<file path="config.mk">
export PLATFORM = sky130hd
export DESIGN_NAME = alu_md_seq
export DESIGN_NICKNAME = d
export VERILOG_FILES = /design/src/rtl/alu_md_seq.sv
export SDC_FILE = /design/constraint.sdc
export NUM_CORES = 2
export LEC_CHECK = 0
export ABC_AREA = 1
export CORE_ASPECT_RATIO = 1.1
export CORE_MARGIN = 2
export CORE_UTILIZATION = 45
export CTS_CLUSTER_SIZE = 8
export DETAILED_ROUTE_END_ITERATION = 7
export GPL_TIMING_DRIVEN = 0
export HOLD_SLACK_MARGIN = 0.12
export PLACE_DENSITY = 0.74
export SETUP_SLACK_MARGIN = 0.02
export SYNTH_ARGS = -nofsm -noshare
export SYNTH_HDL_FRONTEND = slang
export SYNTH_SLANG_ARGS = --single-unit
</file>
<file path="constraint.sdc">
create_clock -name clk -period 9.7 [get_ports clk]
set_input_delay 1.94 -clock clk [delete_from_list [all_inputs] [get_ports clk]]
set_output_delay 1.94 -clock clk [all_outputs]
set_load 0.02 [all_outputs]
</file>
<file path="src/rtl/alu_md_seq.sv">
// Registered MIPS-style ALU with iterative multiply/divide behind valid/ready handshakes.
// ALU ops retire one cycle after accept; mult/div retire WIDTH+2 cycles after accept.
module alu_md_seq #(
  parameter int WIDTH = 32,
  parameter bit MD_EN = 1'b1
) (
  input  logic             clk,
  input  logic             rst,
  input  logic             in_valid,
  output logic             in_ready,
  input  logic [4:0]       aluc,
  input  logic [WIDTH-1:0] a,
  input  logic [WIDTH-1:0] b,
  output logic             out_valid,
  input  logic             out_ready,
  output logic [WIDTH-1:0] r,
  output logic [WIDTH-1:0] hi,
  output logic [WIDTH-1:0] lo,
  output logic             zero,
  output logic             carry,
  output logic             negative,
  output logic             overflow,
  output logic             div_zero
);
  localparam int SHW = $clog2(WIDTH);
  localparam int CW  = $clog2(WIDTH + 1);
  localparam int MSB = WIDTH - 1;

  typedef enum logic [1:0] {S_IDLE, S_BUSY, S_FIX} state_e;
  typedef enum logic [1:0] {MD_MULTU, MD_MULT, MD_DIVU, MD_DIV} md_op_e;

  state_e           state_q;
  md_op_e           md_op_q;
  logic [CW-1:0]    cnt_q;
  logic [WIDTH-1:0] a_q, b_q;              // raw operands, kept for signs and divide-by-zero
  logic [WIDTH-1:0] acc_q, lsw_q, opb_q;   // high/remainder, low/quotient, multiplicand/divisor
  logic [WIDTH-1:0] r_q, hi_q, lo_q;
  logic             out_valid_q, zero_q, carry_q, negative_q, overflow_q, div_zero_q;

  logic accept, is_md;
  assign in_ready = (state_q == S_IDLE) && (!out_valid_q || out_ready) && !rst;
  assign accept   = in_valid && in_ready;
  assign is_md    = MD_EN && aluc[4] && (aluc[3:2] == 2'b00);

  // Single-cycle ALU path
  logic [SHW-1:0]   sh;
  logic [WIDTH:0]   sum_ext, dif_ext, sll_ext, srl_ext, sra_ext;
  logic [WIDTH-1:0] alu_r;
  logic             alu_carry, alu_neg, alu_ovf, slt_res;

  always_comb begin
    // NOTE: every combinational output gets a default first so no path infers a latch.
    alu_r     = '0;
    alu_carry = 1'b0;
    alu_ovf   = 1'b0;
    sh        = a[SHW-1:0];
    sum_ext   = {1'b0, a} + {1'b0, b};
    dif_ext   = {1'b0, a} - {1'b0, b};
    sll_ext   = {1'b0, b} << sh;
    srl_ext   = {b, 1'b0} >> sh;
    sra_ext   = $signed({b, 1'b0}) >>> sh;
    slt_res   = $signed(a) < $signed(b);
    if (!aluc[4]) begin
      case (aluc[3:0])
        4'b0000: begin alu_r = sum_ext[MSB:0]; alu_carry = sum_ext[WIDTH]; end
        4'b0010: begin
          alu_r   = sum_ext[MSB:0];
          alu_ovf = (a[MSB] == b[MSB]) && (alu_r[MSB] != a[MSB]);
        end
        4'b0001: begin alu_r = dif_ext[MSB:0]; alu_carry = dif_ext[WIDTH]; end
        4'b0011: begin
          alu_r   = dif_ext[MSB:0];
          alu_ovf = (a[MSB] != b[MSB]) && (alu_r[MSB] != a[MSB]);
        end
        4'b0100: alu_r = a & b;
        4'b0101: alu_r = a | b;
        4'b0110: alu_r = a ^ b;
        4'b0111: alu_r = ~(a | b);
        4'b1000, 4'b1001: alu_r = {b[WIDTH/2-1:0], {(WIDTH/2){1'b0}}};
        4'b1010: alu_r = {{(WIDTH-1){1'b0}}, dif_ext[WIDTH]};
        4'b1011: alu_r = {{(WIDTH-1){1'b0}}, slt_res};
        4'b1100: begin alu_r = sra_ext[WIDTH:1]; alu_carry = sra_ext[0]; end
        4'b1101: begin alu_r = srl_ext[WIDTH:1]; alu_carry = srl_ext[0]; end
        default: begin alu_r = sll_ext[MSB:0]; alu_carry = sll_ext[WIDTH]; end
      endcase
    end
    alu_neg = (!aluc[4] && aluc[3:0] == 4'b1011) ? slt_res : alu_r[MSB];
  end

  // Iterative mult/div step and final sign correction
  logic                 signed_md, is_mult, a_neg, b_neg, rem_ge;
  logic [WIDTH-1:0]     a_mag, b_mag, acc_d, lsw_d, rem_sub, quo, rem, fix_hi, fix_lo;
  logic [WIDTH:0]       mul_sum, rem_sh;
  logic [2*WIDTH-1:0]   prod;
  logic                 fix_zero, fix_ovf, fix_dz;

  always_comb begin
    signed_md = (md_op_q == MD_MULT) || (md_op_q == MD_DIV);
    is_mult   = !md_op_q[1];
    a_neg     = signed_md && a_q[MSB];
    b_neg     = signed_md && b_q[MSB];
    a_mag     = a_neg ? -a_q : a_q;
    b_mag     = b_neg ? -b_q : b_q;
    mul_sum   = {1'b0, acc_q} + (lsw_q[0] ? {1'b0, opb_q} : '0);
    rem_sh    = {acc_q, lsw_q[MSB]};
    rem_ge    = rem_sh >= {1'b0, opb_q};
    rem_sub   = rem_sh[MSB:0] - opb_q;
    if (is_mult) begin
      acc_d = mul_sum[WIDTH:1];
      lsw_d = {mul_sum[0], lsw_q[MSB:1]};
    end else begin
      acc_d = rem_ge ? rem_sub : rem_sh[MSB:0];
      lsw_d = {lsw_q[MSB-1:0], rem_ge};
    end
    prod    = (a_neg ^ b_neg) ? -{acc_q, lsw_q} : {acc_q, lsw_q};
    quo     = (a_neg ^ b_neg) ? -lsw_q : lsw_q;
    rem     = a_neg ? -acc_q : acc_q;
    fix_ovf = 1'b0;
    fix_dz  = 1'b0;
    if (is_mult) begin
      fix_hi = prod[2*WIDTH-1:WIDTH];
      fix_lo = prod[MSB:0];
    end else if (b_q == '0) begin
      fix_hi = a_q;
      fix_lo = '1;
      fix_dz = 1'b1;
    end else begin
      // MIN / -1 wraps back to MIN through the magnitude path; only the flag is extra.
      fix_hi  = rem;
      fix_lo  = quo;
      fix_ovf = signed_md && (a_q == {1'b1, {(WIDTH-1){1'b0}}}) && (b_q == '1);
    end
    fix_zero = is_mult ? (prod == '0) : (fix_lo == '0);
  end

  always_ff @(posedge clk) begin
    // NOTE: state is updated with non-blocking assignments so every register samples pre-edge values.
    if (rst) begin
      state_q     <= S_IDLE;
      md_op_q     <= MD_MULTU;
      cnt_q       <= '0;
      a_q         <= '0;
      b_q         <= '0;
      acc_q       <= '0;
      lsw_q       <= '0;
      opb_q       <= '0;
      out_valid_q <= 1'b0;
      r_q         <= '0;
      hi_q        <= '0;
      lo_q        <= '0;
      zero_q      <= 1'b0;
      carry_q     <= 1'b0;
      negative_q  <= 1'b0;
      overflow_q  <= 1'b0;
      div_zero_q  <= 1'b0;
    end else begin
      if (out_valid_q && out_ready) out_valid_q <= 1'b0;
      case (state_q)
        S_IDLE: if (accept) begin
          if (is_md) begin
            state_q <= S_BUSY;
            cnt_q   <= '0;
            md_op_q <= md_op_e'(aluc[1:0]);
            a_q     <= a;
            b_q     <= b;
          end else begin
            out_valid_q <= 1'b1;
            r_q         <= alu_r;
            hi_q        <= '0;
            lo_q        <= '0;
            zero_q      <= (alu_r == '0);
            carry_q     <= alu_carry;
            negative_q  <= alu_neg;
            overflow_q  <= alu_ovf;
            div_zero_q  <= 1'b0;
          end
        end
        S_BUSY: begin
          // Count 0 conditions the operands to magnitudes; counts 1..WIDTH iterate.
          cnt_q <= cnt_q + CW'(1);
          if (cnt_q == '0) begin
            acc_q <= '0;
            lsw_q <= a_mag;
            opb_q <= b_mag;
          end else begin
            acc_q <= acc_d;
            lsw_q <= lsw_d;
          end
          if (cnt_q == CW'(WIDTH)) state_q <= S_FIX;
        end
        S_FIX: begin
          state_q     <= S_IDLE;
          out_valid_q <= 1'b1;
          r_q         <= fix_lo;
          hi_q        <= fix_hi;
          lo_q        <= fix_lo;
          zero_q      <= fix_zero;
          carry_q     <= 1'b0;
          negative_q  <= 1'b0;
          overflow_q  <= fix_ovf;
          div_zero_q  <= fix_dz;
        end
        default: state_q <= S_IDLE;
      endcase
    end
  end

  assign out_valid = out_valid_q;
  assign r         = r_q;
  assign hi        = hi_q;
  assign lo        = lo_q;
  assign zero      = zero_q;
  assign carry     = carry_q;
  assign negative  = negative_q;
  assign overflow  = overflow_q;
  assign div_zero  = div_zero_q;
endmodule

</file>
Word level (Yosys, flattened, before mapping)
Index checks and enable logic that the tools add are counted.
{ "word_totals": {"regBits": 272, "input_bits": 73, "out_inout_bits": 103, "wordCells": 161} }
{ "op_classes": {"n_addsub": 10, "n_lt_le_gt_ge": 2, "n_eq_ne": 28, "shift": 3, "mux": 60, "bitwise_logic": 5, "n_reduce_logical": 36} }
{ "op_table": {"columns": ["operator", "count"], "rows": [
  ["2-to-1 mux 32 bit", 19],
  ["one-hot mux 32 bit (11 select lines)", 1],
  ["one-hot mux 32 bit (2 select lines)", 3],
  ["negation 32 bit", 4],
  ["logical NOT 32 bit", 3],
  ["adder 32 x 32 -> 33 bit", 2],
  ["equality test 32 bit, second input constant", 2],
  ["logical NOT 64 bit", 1],
  ["2-to-1 mux 64 bit", 1],
  ["negation 64 bit", 1],
  [">= comparator 33 x 32 -> 1 bit", 1],
  ["left shift 32 x 5 -> 33 bit", 1],
  [">> shifter 33 x 5 -> 33 bit", 1],
  [">>> shifter 33 x 5 -> 33 bit", 1],
  ["subtractor 32 x 32 -> 33 bit", 1],
  ["AND 32 bit", 1],
  ["less-than comparator 32 bit", 1],
  ["NOT 32 bit", 1],
  ["OR 32 bit", 1],
  ["subtractor 32 bit", 1],
  ["bitwise XOR 32 bit", 1],
  ["equality test 4 bit, second input constant", 6],
  ["2-to-1 mux 1 bit", 21],
  ["equality test 4 x 3 -> 1 bit, second input constant", 4],
  ["27 further kinds", 65]
]} }

Logic depth before layout (Yosys ltp)
{ "logic_depth": {"ltp_word": 10, "depth_mapped": 26, "ltp_nobuf": 23} }

Worst setup path after synthesis
Ideal clock, no wire load.
{ "synth_timing": {"path_kind": "input -> register", "from": "input a[3]", "to": "register zero_q, in the netlist zero", "setup_time_ns": 0.070, "arrival_ns": 4.580, "required_time_ns": 9.630, "setup_slack_ns": 5.049, "path_stages": 25, "path_buffers": 4, "cell_sequence": "clkbuf_1 -> inv_1 -> clkbuf_1 -> buf_1 -> ha_1 -> buf_6 -> nor2_1 -> nand2_1 -> nand3_1 -> nand2_1 -> nand2_1 -> nand2_1 -> nand2_1 -> nand2_1 -> nand2_2 -> nand2_1 -> nand3_1 -> nand2_1 -> nand2_1 -> nand2_1 -> nor2_1 -> nand2_1 -> nor2_1 -> nand4_1 -> a21oi_1"} }
{ "synth_between": {"elab_chain_len": 8, "word_cells_on_any_way": 16, "classes_between": "add/sub (2); order compare (1); shift (3); mux (5); bitwise (4); reduce/logical (1)"} }
{ "synth_rtl": {"columns": ["element", "line", "rtl"], "rows": [
  ["start: declaration", "12", "input logic [WIDTH-1:0] a,"],
  ["parallel branches: the longest is 2 deep, another holds subtractor 32 x 32 -> 33 bit", null, null],
  ["one-hot mux 32 bit (11 select lines) (*)", "64", "case (aluc[3:0])"],
  ["2-to-1 mux 32 bit (*)", "63", "if (!aluc[4]) begin"],
  ["logical NOT 32 bit (*)", "171", "zero_q <= (alu_r == '0);"],
  ["2-to-1 mux 1 bit (*)", "160", "if (is_md) begin"],
  ["2-to-1 mux 1 bit (*)", "159", "S_IDLE: if (accept) begin"],
  ["one-hot mux 1 bit (2 select lines) (*)", "158", "case (state_q)"],
  ["end signal: assignment", "171", null],
  ["end signal: assignment", "197", "zero_q <= fix_zero;"],
  ["end: declaration", "38", "logic out_valid_q, zero_q, carry_q, negative_q, overflow_q, div_zero_q;"]
]} }
Every way passes the cells marked *. The select of a mux whose other input is x is not followed.
A chain may end at the register's enable or synchronous reset.

Final worst setup path
Same ends and word-level chain as after synthesis.

==> results.tsv <==
metric	value	unit
Port Buffers	173	
worst skew pair latency	0.62	ns
Initial DRC Count	5997	
io pins	176	
Yosys top cell area share	0.1978	
DP Worst Slack	2.561	ns
Final WS setup	2.582	ns
utilization after layout	0.5127	
via count	42288	
Design Power	3.924	mW
Period minus WS final	7.118	ns
Post-synth EDFFs	0	
clk buf depth	3	
HP Class	reg2reg	
clk slew on worst S/H paths	0.06	ns
Yosys reg bits	272	
register area	5445	um2
RSZ-0062 raised after global routing	no	
slew margin rel.	0.1520	
vias in the first global route	39610	
syn avg cell area	5.573	um2
DRC	0	
CTS Buf Count	40	
syn nets	5876	
critical path endpoint category	flop	
Final Hold Viols	0	
Vias/cell	6.240	
row count	101	
most numerous cell in the Yosys netlist	nand2_1	
Fin Hold WS	0.4639	ns
max-cap violations	0	
VDD IR max	120.9	uV
CTS Sinks	272	
status	complete, no violations	
layout cells sized above 1	0.04175	
Final ANT Viol Nets	0	
# H-tree levels	2	
post-detail-place hpwl	151.0	mm
post-CTS setup buffers	0	
fmax	140.5	MHz
Worst Reg2Reg Path Length in Cells	14	
R2R Path Start	b_q[1]	
Avg WL per Cell	27.64	um
first drt pass iteration count	8	
initial antenna violation count	5	
Total GRT Usage	0.5050	
fillers	7599	
critical path startpoint category	primary input	
worst path required time	10.21	ns
period utilization	0.7338	
area of the mapped netlist	31350	um2
DIE WIDTH	255.7	um
DIE HEIGHT	280.8	um
Root Buffer	clkbuf_16	
final WL	187.3	mm
global-route wire length before repair	266.6	mm
final setup vio count	0	
Lkg Pwr	17.72	nW
crit path DAT	7.62	ns
r2r setup slk	5.63	ns
setup TNS	0	ns
Min-Delay Endpoint	hi[10]	
clk_skew	0.05665	ns
CTS tree	yes	
footprint of the multi-input gates	22060	um2
DIE AREA	71800	um2
Synth top cells by count	nand2_1, inv_1, nand3_1	
critical path class	in2reg	
largest net degree at the start of global routing	13	
Worst Hold Path Cells	2	
Mapped Cells	5625	
Hold-fix buffers, CTS	0	
Yosys top cell by area	nand2_1	
P per Cell Area	110.9	nW/um2
Slew Limit Fails	0	
CTS resizes	0	
Nets	6091	
Seq/Total Area, Yosys	0.1737	
Hold Crit Start	hi[10]	
RePlAce Congestion	1.195	
FFs w/ async S/R, synth	0	
Syn. warnings	0	
Area Overhead vs Synth	12.84	%
core region area	69000	um2
Crit Path Max Fanout	10	
total grt overflow	0	
Yosys cell types	61	
synth top area cells	nand2_1, dfxtp_1, nand3_1	
Initial Utilization	0.4544	
worst reg2reg endpoint	hi[5]	
slew at the pin closest to its max-slew limit	1.267	ns
most frequently used flop master after synthesis	dfxtp_1	
==> metal layers <==
metal  GRT usage  vias up  share of wire
met1      0.5688    19208           0.35
met5    0.004743        -        0.00051
li1            -    18933              -
met4      0.4900       10           0.12
met3      0.1302      965           0.12
met2      0.7724     3172           0.42
==> stage by stage <==
stage	cells	area, um2
2_1_floorplan	5625	31350
3_3_place_gp	6725	34240
3_5_place_dp	6725	34240
4_1_cts	6772	35360
5_1_grt	6772	35360
6_report	6777	35380
==> how the worst max path moves through the flow <==
stage               startpoint    to  slack, ns  cells after the start
floorplan                 a[3]  zero       5.05                     25
global placement          a[3]  zero       2.51                     22
finish                    a[3]  zero       2.58                     26
detailed placement        a[3]  zero       2.56                     22
CTS                       a[3]  zero       3.15                     22
global route              a[3]  zero       2.48                     24
==> power breakdown <==
group	switching (mW)	total (mW)	internal, mW
registers	0.0248	1.16	1.14
logic	1.06	1.42	0.362
clock network	0.569	1.34	0.775
total	1.65	3.92	2.27
==> kinds of logic (layout without fill, tap and decap cells) <==
family / Yosys count / count (layout) / synth area share
AOI/OAI and AO/OA: 1101 / 1101 / 0.1971
xor gates and xnor gates: 105 / 105 / 0.02957
adders and majority gates: 178 / 178 / 0.07200
buffers and inverters: 969 / 1189 / 0.1226
DFF: 272 / 272 / 0.1737
muxes: 1 / 1 / 0.0003193
other: 0 / 5 / 0
and+or+nand+nor: 2999 / 2999 / 0.4047
==> worst max-delay path: stages <==
cell,delay (ns)
clkdlybuf4s50_1,0.52
clkbuf_1,0.32
inv_1,0.19
clkbuf_1,0.61
buf_1,0.85
ha_1,0.39
buf_6,0.15
inv_1,0.10
nand2_1,0.08
nand2_1,0.06
nand2_1,0.06
nand2_1,0.07
nand2_1,0.05
nand3_1,0.24
nand2_1,0.15
nand2_1,0.08
nand2_1,0.05
nand3_1,0.06
nand4_1,0.70
nand2_1,0.29
nand2_1,0.07
nor2_1,0.10
nand2_1,0.08
nor2_1,0.12
nand4_1,0.10
a21oi_1,0.17
==> area by class of cell <==
type,count,share of cell area
Antenna cell,5,0.0003537
Buffer,264,0.03378
Clock buffer,43,0.02890
Clock inverter,4,0.002829
Inverter,705,0.07487
Multi-Input combinational cell,4384,0.6236
Sequential cell,272,0.1539
Tap cell,927,0.03279
Timing Repair Buffer,173,0.04895
==> state kept, by name, summed over array words and instances, names as in the netlist <==
register   count
div_zero       1
r             32
cnt_q          6
out_valid      1
md_op_q        2
zero           1
lsw_q         32
negative       1
a_q           32
acc_q         32
lo            32
overflow       1
opb_q         32
hi            32
carry          1
state_q        2
b_q           32
==> cell usage in the layout, fill, tap and decap left out, drive strengths merged, types with 20 or more instances in the layout <==
cell type,netlist,layout
buf,127,127
o22ai,28,28
nor3,73,73
o21ai,373,373
ha,174,174
nand4,79,79
inv,701,703
or2,20,20
xor2,89,89
nand3,574,574
clkbuf,137,180
nand2,1664,1664
a21oi,454,454
o211ai,70,70
o221ai,31,31
dfxtp,272,272
clkdlybuf4s50,0,173
o2111ai,20,20
a31oi,62,62
nor2,544,544
(Power assumes the default switching activity.)
